===== src/rtl/udp_port_demux.sv =====
// udp_port_demux: steers decoded UDP frames by destination port
// to CHANNELS AXI-Stream payload outputs and keeps per-channel stats.
//
// Ports:
//   clk, rst          clock, synchronous active-low reset
//   chan_enable       per-channel enable, sampled at header accept
//   s_udp_hdr_*       header handshake and sender/dest fields
//   s_udp_payload_*   upstream payload AXI-Stream
//   m_t*              per-channel payload AXI-Stream (slice i = ch i)
//   peer_*            last good sender endpoint per channel
//   frame_count       good frames delivered per channel
//   bad_count         tuser=1 frames delivered per channel
//   drop_count        frames discarded (unmatched or disabled)
module udp_port_demux #(
   parameter int          CHANNELS   = 4,
   parameter int          DATA_WIDTH = 8,
   parameter int          KEEP_WIDTH = DATA_WIDTH/8,
   parameter logic [15:0] BASE_PORT  = 16'd1234,
   parameter int          CNT_WIDTH  = 16
) (
   input  logic                           clk,
   input  logic                           rst,
   input  logic [CHANNELS-1:0]            chan_enable,
   input  logic                           s_udp_hdr_valid,
   output logic                           s_udp_hdr_ready,
   input  logic [31:0]                    s_udp_ip_source_ip,
   input  logic [15:0]                    s_udp_source_port,
   input  logic [15:0]                    s_udp_dest_port,
   input  logic [DATA_WIDTH-1:0]          s_udp_payload_axis_tdata,
   input  logic [KEEP_WIDTH-1:0]          s_udp_payload_axis_tkeep,
   input  logic                           s_udp_payload_axis_tvalid,
   output logic                           s_udp_payload_axis_tready,
   input  logic                           s_udp_payload_axis_tlast,
   input  logic                           s_udp_payload_axis_tuser,
   output logic [CHANNELS*DATA_WIDTH-1:0] m_tdata,
   output logic [CHANNELS*KEEP_WIDTH-1:0] m_tkeep,
   output logic [CHANNELS-1:0]            m_tvalid,
   input  logic [CHANNELS-1:0]            m_tready,
   output logic [CHANNELS-1:0]            m_tlast,
   output logic [CHANNELS-1:0]            m_tuser,
   output logic [CHANNELS*32-1:0]         peer_ip,
   output logic [CHANNELS*16-1:0]         peer_port,
   output logic [CHANNELS-1:0]            peer_valid,
   output logic [CHANNELS*CNT_WIDTH-1:0]  frame_count,
   output logic [CHANNELS*CNT_WIDTH-1:0]  bad_count,
   output logic [CNT_WIDTH-1:0]           drop_count
);

   localparam int SELW = (CHANNELS > 1) ? $clog2(CHANNELS) : 1;

   typedef enum logic [1:0] {
      IDLE,
      FWD,
      DROP
   } state_t;

   state_t                 state_q;
   logic [SELW-1:0]        sel_q;
   logic [31:0]            ip_q;
   logic [15:0]            port_q;
   logic [CNT_WIDTH-1:0]   frame_q [CHANNELS];
   logic [CNT_WIDTH-1:0]   bad_q   [CHANNELS];
   logic [CNT_WIDTH-1:0]   drop_q;
   logic [31:0]            pip_q   [CHANNELS];
   logic [15:0]            pport_q [CHANNELS];
   logic [CHANNELS-1:0]    pval_q;

   logic [16:0]            off_d;
   logic                   hit_d;
   logic [SELW-1:0]        sel_d;
   logic                   sel_rdy_d;
   logic                   beat_d;

   function automatic logic [CNT_WIDTH-1:0] sat_inc(
      input logic [CNT_WIDTH-1:0] v
   );
      return (&v) ? v : v + 1'b1;
   endfunction

   // 17-bit offset: ports below BASE_PORT land in the upper half
   // and never compare equal to a channel index.
   always_comb begin
      off_d = {1'b0, s_udp_dest_port} - {1'b0, BASE_PORT};
      hit_d = 1'b0;
      sel_d = '0;
      for (int i = 0; i < CHANNELS; i++) begin
         if (off_d == 17'(i)) begin
            hit_d = chan_enable[i];
            sel_d = SELW'(i);
         end
      end
   end

   always_comb begin
      sel_rdy_d = 1'b0;
      for (int i = 0; i < CHANNELS; i++) begin
         if (sel_q == SELW'(i)) begin
            sel_rdy_d = m_tready[i];
         end
      end
   end

   // Outputs are gated by rst so they hold their reset values
   // while reset is asserted, before the first clock edge.
   always_comb begin
      s_udp_hdr_ready = !rst || (state_q == IDLE);
      s_udp_payload_axis_tready = 1'b0;
      if (rst) begin
         unique case (state_q)
            FWD:     s_udp_payload_axis_tready = sel_rdy_d;
            DROP:    s_udp_payload_axis_tready = 1'b1;
            default: s_udp_payload_axis_tready = 1'b0;
         endcase
      end
   end

   always_comb begin
      m_tvalid = '0;
      for (int i = 0; i < CHANNELS; i++) begin
         m_tvalid[i] = rst && (state_q == FWD) &&
                       (sel_q == SELW'(i)) &&
                       s_udp_payload_axis_tvalid;
      end
   end

   assign beat_d = s_udp_payload_axis_tvalid &&
                   s_udp_payload_axis_tready;

   for (genvar g = 0; g < CHANNELS; g++) begin : g_lane
      assign m_tdata[g*DATA_WIDTH +: DATA_WIDTH] =
         s_udp_payload_axis_tdata;
      assign m_tkeep[g*KEEP_WIDTH +: KEEP_WIDTH] =
         s_udp_payload_axis_tkeep;
      assign m_tlast[g] = s_udp_payload_axis_tlast;
      assign m_tuser[g] = s_udp_payload_axis_tuser;
      assign peer_ip[g*32 +: 32]   = pip_q[g];
      assign peer_port[g*16 +: 16] = pport_q[g];
      assign frame_count[g*CNT_WIDTH +: CNT_WIDTH] = frame_q[g];
      assign bad_count[g*CNT_WIDTH +: CNT_WIDTH]   = bad_q[g];
   end

   assign peer_valid = pval_q;
   assign drop_count = drop_q;

   always_ff @(posedge clk) begin
      if (!rst) begin
         state_q <= IDLE;
         sel_q   <= '0;
         ip_q    <= '0;
         port_q  <= '0;
         drop_q  <= '0;
         pval_q  <= '0;
         for (int i = 0; i < CHANNELS; i++) begin
            frame_q[i] <= '0;
            bad_q[i]   <= '0;
            pip_q[i]   <= '0;
            pport_q[i] <= '0;
         end
      end else begin
         unique case (state_q)
            IDLE: begin
               if (s_udp_hdr_valid) begin
                  sel_q   <= sel_d;
                  ip_q    <= s_udp_ip_source_ip;
                  port_q  <= s_udp_source_port;
                  state_q <= hit_d ? FWD : DROP;
               end
            end
            FWD: begin
               if (beat_d && s_udp_payload_axis_tlast) begin
                  state_q <= IDLE;
                  for (int i = 0; i < CHANNELS; i++) begin
                     if (sel_q == SELW'(i)) begin
                        if (s_udp_payload_axis_tuser) begin
                           bad_q[i] <= sat_inc(bad_q[i]);
                        end else begin
                           frame_q[i] <= sat_inc(frame_q[i]);
                           pip_q[i]   <= ip_q;
                           pport_q[i] <= port_q;
                           pval_q[i]  <= 1'b1;
                        end
                     end
                  end
               end
            end
            DROP: begin
               if (beat_d && s_udp_payload_axis_tlast) begin
                  drop_q  <= sat_inc(drop_q);
                  state_q <= IDLE;
               end
            end
            default: state_q <= IDLE;
         endcase
      end
   end

endmodule


===== config.mk =====
export PLATFORM = sky130hd
export DESIGN_NAME = udp_port_demux
export DESIGN_NICKNAME = d
export VERILOG_FILES = /design/src/rtl/udp_port_demux.sv
export SDC_FILE = /design/constraint.sdc
export NUM_CORES = 1
export LEC_CHECK = 0
export ABC_AREA = 1
export BUFFER_PORTS_ARGS = -buffer_cell sky130_fd_sc_hd__buf_4
export CAP_MARGIN = 20
export CORE_UTILIZATION = 40
export CTS_CLUSTER_SIZE = 40
export DETAILED_ROUTE_END_ITERATION = 16
export GPL_ROUTABILITY_DRIVEN = 0
export PLACE_DENSITY_LB_ADDON = 0.2
export SYNTH_ARGS = -nofsm -noshare
export SYNTH_HDL_FRONTEND = slang
export SYNTH_SLANG_ARGS = --single-unit

===== constraint.sdc =====
create_clock -name clk -period 7.4 [get_ports clk]
set_input_delay 0.37 -clock clk [delete_from_list [all_inputs] [get_ports clk]]
set_output_delay 0.37 -clock clk [all_outputs]
set_load 0.05 [all_outputs]

# [Yosys cells after proc, flatten, opt, wreduce, memory -nomap -nowiden]
# Memory sizes are Yosys's and may differ from the RTL's.
# Index checks and enable logic that the tools add are counted.
[totals] memories=4 regBits=72 out_inout_bits=390 ram_bits=320 elab_cells=168
[memory_table] name="pip_q" words=4 width=32 rd=4 rd_clocked_by_memory_dff=0 wr=4 line="64" text="logic [31:0] pip_q [CHANNELS];"
[memory_table] name="bad_q" words=4 width=16 rd=4 rd_clocked_by_memory_dff=0 wr=4 line="62" text="logic [CNT_WIDTH-1:0] bad_q [CHANNELS];"
[memory_table] name="frame_q" words=4 width=16 rd=4 rd_clocked_by_memory_dff=0 wr=4 line="61" text="logic [CNT_WIDTH-1:0] frame_q [CHANNELS];"
[memory_table] name="pport_q" words=4 width=16 rd=4 rd_clocked_by_memory_dff=0 wr=4 line="65" text="logic [15:0] pport_q [CHANNELS];"
[op_classes] n_reduce_logical=33 eq_ne=10 bitwise_logic=18 mux=84 add_sub_neg=10
[ops] cell="$mux 16" count=20
[ops] cell="$add 16x1->16 const B" count=9
[ops] cell="$reduce_and 16->1" count=9
[ops] cell="$mux 32" count=4
[ops] cell="$mux 1" count=53
[ops] cell="$eq 17x2->1 const B" count=2
[ops] cell="$eq 17x1->1 const B" count=1
[ops] cell="$logic_not 17->1" count=1
[ops] cell="$sub 16x11->17 const B" count=1
[ops] cell="$or 1x1->1" count=16
[ops] cell="$reduce_and 4->1" count=4
[ops] cell="$logic_and 1x1->1" count=11
[ops] cell="$mux 2" count=5
[ops] cell="$eq 2x2->1 const B" count=3
[ops] cell="$eq 2x1->1 const B" count=2
[ops] cell="$logic_not 2->1" count=2
[ops] cell="$pmux 2 s2" count=1
[ops] cell="$reduce_and 2->1" count=2
[ops] cell="$reduce_and 3->1" count=1
[ops] cell="$ne 2x1->1 const B" count=1
[ops] cell="$ne 2x2->1 const B" count=1
[ops] cell="$not 1->1" count=2
[ops] cell="$pmux 1 s2" count=1
[ops] cell="$reduce_or 2->1" count=1
[ops] cell="other kinds (2)" count=2

# [Depth between registers and ports, before layout]
# Gate-level depths: netlist of the first run.
[depth] depth_word=14 ltp_mapped=15

# [Worst setup path after synthesis of the first run]
# No wires, ideal clock.
[synth_timing] path_kind="register to register" start="register state_q[0]" end="memory frame_q[1][0] (enable)" stages_incl_launch_ff=9 synth_period_minus_slack_ns=3.960 path_buffers=0 required_time_ns=6.986 path_slack_ns=3.440 arrival_ns=3.547 setup_time_ns=0.414 cell_sequence="dfxtp_1 > inv_1 > ha_1 > nand2_1 > nand3b_4 > nor2_2 > nand2_1 > nand2_1 > a21boi_0"
[synth_rtl] item="start, declared" line="57" text="state_t state_q;"
[synth_rtl] item="start signal, assigned" line="166" text="state_q <= hit_d ? FWD : DROP;"
[synth_rtl] item="end, declared" line="61"

==> impl_metrics.tcl, run 1 <==
set metrics [dict create \
    fin_nets 2200 \
    die-area_sq_um 44000 \
    drcViolationCount 0 \
    synth_top_area_cell "edfxtp_1" \
    crit_cells 9 \
    cts_resized 0 \
    relSlewSlack_pct 27.3 \
    io_buffers 431 \
    antenna_found_initial 2 \
    hpwl_mm 35.2 \
    area_growth_pct 27.8 \
    synth.avg_cell_area_sq_um 10.1 \
    worstMarginPinSlew_ns 1.09 \
    critical-path-top-delay-family "simple AND/OR/NAND/NOR gates" \
    crit_buf_inv 1 \
    grt.overflow.total 0 \
    critPathCaptureType "flop" \
    setup_viol 0 \
    finalPower_mw 5.17 \
    clkSinkCount 392 \
    cts_root_buf "clkbuf_16" \
    period_minus_slack_ns 2.97 \
    rr_startpoint "sel_q[0]" \
    synth-edff-count 320 \
    min_path_cells 3 \
    h-tree-depth 2 \
    critical_path.cell_chain "nand2_1, or2_1, nand3_1, o21ai_2, nand3b_4, nor2_2, nand2_4, nand2_2, buf_4" \
    skew_ns 0.00880 \
    slew_violations 0 \
    rsz0062_at_grt "false" \
    hold_start "s_udp_ip_source_ip[8]" \
    clkTransAtPathRegs_ns 0.06 \
    arrival_ns 3.14 \
    dr.pass1.iters 5 \
    p_sw_mw 1.33 \
    grt_max_degree 101 \
    vias_per_cell 4.95 \
    grt_pass1_wl_mm 72.6 \
    worstSetupPathType "flop to flop" \
    synth_area_leaders "edfxtp_1 56%, dfxtp_1 8.3%, nor2_1 8.0%, nand2_1 5.3%, inv_1 3.9%" \
    min_path_type "input pin to flop" \
    hold_viol_final 0 \
    fp-row-count 75 \
    wl_mm 49.4 \
    grt_pass1_vias 12200 \
    clk-insertion-delay-late_ns 0.55 \
    synth_cells 1709 \
    drive_above_1_share_pct 25.1 \
    yosysSeqAreaShare_pct 64.0 \
    netlist-cell-type-count 44 \
    maxCapViolCount 0 \
    synth_top_area_share_pct 55.6 \
    p_int_mw 3.83 \
    dp.cells 2594 \
    p_leak_nw 9.17 \
    setup-tns-final_ns 0 \
    numCtsBuffers 43 \
    peakVddDrop_v 0.000152 \
    crit_path_top_delay_cell "buf_4" \
    post_drt_wl_per_cell_microns 18.5 \
    powerDensity_nw_per_um2 234 \
    netlist_area_sq_um 17300 \
    final_util_pct 52.3 \
    worst_slack_ns 4.43 \
    final_antenna_net_count 0 \
    required_ns 7.58 \
    post_cts_buffers 0 \
    setup.worst_path.start "sel_q[0]" \
    clockBufferDepth 3 \
    core_area_sq_um 42200 \
    drt_iter0_drc 804 \
    die_h_microns 210 \
    startpoint_type "flop" \
    combPwrFrac_pct 11.1 \
    fin_crit_sh_pct 40.1 \
    r2r_cells 9 \
    power_frac_clock_pct 40.3 \
    instances_no_fill 2675 \
    syn_nets 1809 \
    dp_slack_ns 4.34 \
    p_sw_share_pct 25.8 \
    pwr-share-seq_pct 48.7 \
    async_flop_share_pct 0 \
    yosys_register_bits 392 \
    ys.flop_type "edfxtp_1" \
    synth_warnings 0 \
    grt.total_usage_pct 21.8 \
    die_w_microns 210 \
    fillers 3783 \
    max_stage_delay_ns 0.59 \
    vias 13200 \
    initial_core_util_pct 40.9 \
    path_max_fanout 65 \
    ctsHoldBuffers 0 \
    max_freq_mhz 337 \
    status "completed" \
    cts_tree "done" \
    io_pins 477 \
]
-- path summary, 6_finish.rpt --
path	slack, ns	to
worst max-delay path	4.43	pip_q[3][22]
worst min-delay path	0.10	ip_q[8]
worst max register to register	4.43	pip_q[3][22]
worst min register to register	0.45	peer_valid[3]
-- sequential cells by signal, summed over array words and instances, names as in the netlist --
| register | count |
|---|---|
| ip_q | 32 |
| peer_valid | 4 |
| pip_q | 128 |
| drop_count | 16 |
| state_q | 2 |
| port_q | 16 |
| bad_q | 64 |
| pport_q | 64 |
| sel_q | 2 |
| frame_q | 64 |
-- tightest hold or removal path, cell delays in order --
cell     delay (ns)
buf_4          0.07
o21ai_0        0.07
a21oi_1        0.10
-- metal layers --
layer  up-vias  share of wire, %  track usage, %
met1      6250                41            27.7
li1       6430                 -               -
met2       470                49            36.2
met4         0               3.0            7.43
met5         -                 0               0
met3        92               7.2            5.43
-- logic make-up after synthesis --
kind of cell | after synthesis | synth area share [%]
compound gates | 178 | 5.37
fa+ha+maj | 13 | 0.942
xor+xnor | 54 | 2.74
flops | 392 | 64.0
buf+inv | 279 | 7.45
simple gates | 793 | 19.5
-- placed cells by master (no fill, tap or decap), types with 21 or more instances in the layout --
cell type / n
nor3_1: 41
xor2_1: 35
nor2_1: 368
inv_1: 178
edfxtp_1: 320
buf_4: 444
nand3_1: 72
a21oi_1: 102
o21ai_0: 58
nand4_1: 21
nor3b_1: 21
dfxtp_1: 72
clkbuf_16: 46
nand2_1: 233
-- cell usage after synthesis (19+ instances only) --
cell,n
nor2_1,368
edfxtp_1,320
nand2_1,242
inv_1,178
a21oi_1,102
dfxtp_1,72
nand3_1,72
o21ai_0,59
buf_4,46
nor3_1,41
xor2_1,35
buf_2,23
clkbuf_1,23
nand4_1,21
nor3b_1,21
xnor2_1,19
-- through the flow --
| step | hold WS, ns | cell area [sq um] |
|---|---|---|
| floorplan | 0.461 | 17300 |
| global placement | 0.433 | 20700 |
| detailed placement | 0.438 | 20700 |
| CTS | 0.0744 | 22100 |
| global route | 0.0896 | 22100 |
| finish | 0.104 | 22100 |
-- final cells by class --
type	count	area (sq um)	share of cell area, %
well taps	539	674	3.05
inverters	181	679	3.08
flip-flops and latches	392	11100	50.0
clock buffers	63	1260	5.73
diodes	2	5.00	0.0227
clock inverters	16	106	0.482
multi-input cells	1038	4970	22.5
repair buffers	444	3330	15.1
-- power groups by stage --
stage               clock, mW  combinational (mW)  sequential, mW
finish                   2.08               0.572            2.51
global placement            0               0.573            2.56
CTS                      2.12               0.578            2.52
global route             2.21               0.605            2.52
detailed placement          0               0.576            2.56
floorplan                   0               0.203            2.77
(Power assumes the default switching activity.)
==> inputs of run 2 (changes only) <==
==> constraint.sdc (replaced) <==
create_clock -name clk -period 2.4 [get_ports clk]
set_input_delay 0.12 -clock clk [delete_from_list [all_inputs] [get_ports clk]]
set_output_delay 0.12 -clock clk [all_outputs]
set_load 0.05 [all_outputs]
==> run 2 against run 1 <==
Register-to-register slack worse by 4.3 ns. Global-route usage down 0.14 points. Wire length down 1.0%. Cell count up 3.1%. Total power rose to 3.1 times the previous value. Final area up 4.2%. Critical endpoint is now sel_q[1]. Largest power group unchanged.
==> impl_metrics.tcl, run 2 (synthesis results as in run 1) <==
set metrics [dict create \
    h-tree-depth 2 \
    clockBufferDepth 3 \
    required_ns 2.91 \
    initial_core_util_pct 40.9 \
    finalPower_mw 15.9 \
    path_max_fanout 5 \
    critPathCaptureType "flop" \
    wl_mm 48.9 \
    busiest_layer "met2" \
    insertedDiodeCount 0 \
    max_freq_mhz 450 \
    cts_tree "done" \
    slew_violations 0 \
    area_growth_pct 33.3 \
    final_antenna_net_count 0 \
    die-area_sq_um 44000 \
    min_path_type "input pin to flop" \
    grt.overflow.total 0 \
    hold_start "s_udp_dest_port[12]" \
    maxCapViolCount 0 \
    core_area_sq_um 42200 \
    largest_register_ff_count 128 \
    drt_iter0_drc 906 \
    hpwl_mm 34.5 \
    hold_path_end "sel_q[0]" \
    post_drt_wl_per_cell_microns 17.7 \
    grt_max_degree 66 \
    clkSinkCount 392 \
    vias_per_cell 4.91 \
    period_minus_slack_ns 2.22 \
    antenna_found_initial 0 \
    fin_crit_sh_pct 92.7 \
    gr-usage-met3_pct 5.22 \
    dp.cells 2623 \
    worstSetupPathType "input pin to flop" \
    grt_pass1_wl_mm 73.4 \
    startpoint_type "input pin" \
    powerDensity_nw_per_um2 690 \
    drcViolationCount 0 \
    io_pins 477 \
    min_path_cells 8 \
    drive_above_1_share_pct 26.4 \
    relSlewSlack_pct 59.8 \
    hold_viol_final 0 \
    status "completed" \
    worstMarginPinSlew_ns 0.603 \
    max_flop_register "pip_q" \
    vias 13600 \
    layout_common_cells "466 x buf_4, 366 x nor2_1, 320 x edfxtp_1, 230 x nand2_1, 177 x inv_1" \
    setup-tns-final_ns 0 \
    skew_ns 0.0211 \
    rsz0062_at_grt "false" \
    peakVddDrop_v 0.000435 \
    rr_startpoint "sel_q[0]" \
    clk-insertion-delay-late_ns 0.56 \
    instances_no_fill 2759 \
    fp-row-count 75 \
    arrival_ns 2.73 \
    final_common_cell "buf_4" \
    die_w_microns 210 \
    r2r_slack_ns 0.18 \
    p_leak_nw 9.58 \
    setup_viol 0 \
    die_h_microns 210 \
    fin_nets 2285 \
    grtUsageMet1_pct 27.4 \
    grt_pass1_vias 13000 \
    numCtsBuffers 43 \
    dr.pass1.iters 5 \
    r2r_end "drop_count[1]" \
    clkTransAtPathRegs_ns 0.06 \
    grt_util_met2_pct 36.4 \
    r2r_cells 10 \
    cts_root_buf "clkbuf_16" \
    io_buffers 431 \
    grt.total_usage_pct 21.6 \
]
-- run 2: cell types whose count changed in the layout (fill, tap and decap cells not counted), sizes merged --
cell / previous run / this run
buf: 444 / 474
clkbuf: 63 / 62
clkinv: 14 / 13
clkinvlp: 1 / 2
diode: 2 / 0
dlygate4sd3: 0 / 55
inv: 181 / 183
-- run 2: worst max path at each step --
stage                endpoint  slack (ns)  cells past startpoint          startpoint
2_1_floorplan     bad_q[1][0]       -0.15                      8         bad_q[1][0]
3_3_place_gp    drop_count[1]       -0.01                     10          state_q[1]
3_5_place_dp    drop_count[1]       -0.12                     10            sel_q[0]
4_1_cts         frame_q[0][9]        0.01                      8            sel_q[0]
5_1_grt        drop_count[14]       0.005                     10            sel_q[0]
6_report             sel_q[1]        0.18                     16  s_udp_dest_port[1]
-- run 2: area by class of cell --
cell class / instances / area [sq um]
fillers: 3661 / 19200
multi-input cells: 1038 / 5100
well taps: 539 / 674
flip-flops and latches: 392 / 11100
clock inverters: 18 / 129
clock buffers: 62 / 1180
inverters: 181 / 679
repair buffers: 529 / 4210
-- run 2: metal layers --
metal  routed length [microns]  up-vias
met3                      3510       85
li1                          -     6600
met4                      1350        0
met5                         0        -
met2                     23400      477
met1                     20600     6396
-- run 2: power by group --
group          switching, mW  internal [mW]
registers              0.143           7.59
logic                   1.34          0.554
clock network           2.73           3.53
total                   4.21           11.7
-- run 2: critical path, cell delays in order --
cell and delay [ns]:
dlygate4sd3_1 0.55, buf_4 0.15, inv_2 0.08, nand3_1 0.17, nand2_2 0.15, nand2_1 0.11, nand2_1 0.16, nand2_1 0.09
nand2_1 0.06, nand2_1 0.04, nor2_1 0.08, nand2_1 0.07, nor2_2 0.14, nand3_1 0.08, a21oi_1 0.11, dlygate4sd3_1 0.55
-- run 2: through the flow --
stage / hold WS (ns) / utilization [%] / cell area, sq um / setup WS (ns)
detailed placement: 0.241 / 50.0 / 21100 / -0.116
CTS: 0.0333 / 54.4 / 23000 / 0.0129
global placement: 0.241 / 50.0 / 21100 / -0.00958
finish: 0.0623 / 54.5 / 23000 / 0.176
global route: 0.0867 / 54.5 / 23000 / 0.00497
floorplan: 0.313 / - / 17400 / -0.154
-- run 2: timing repair --
item	CTS	global route
pin swaps	0	1
endpoints found under the hold margin	52	0
hold buffers	55	0
resized for setup	1	7
setup buffers	0	1
endpoints found under the setup margin	11	81
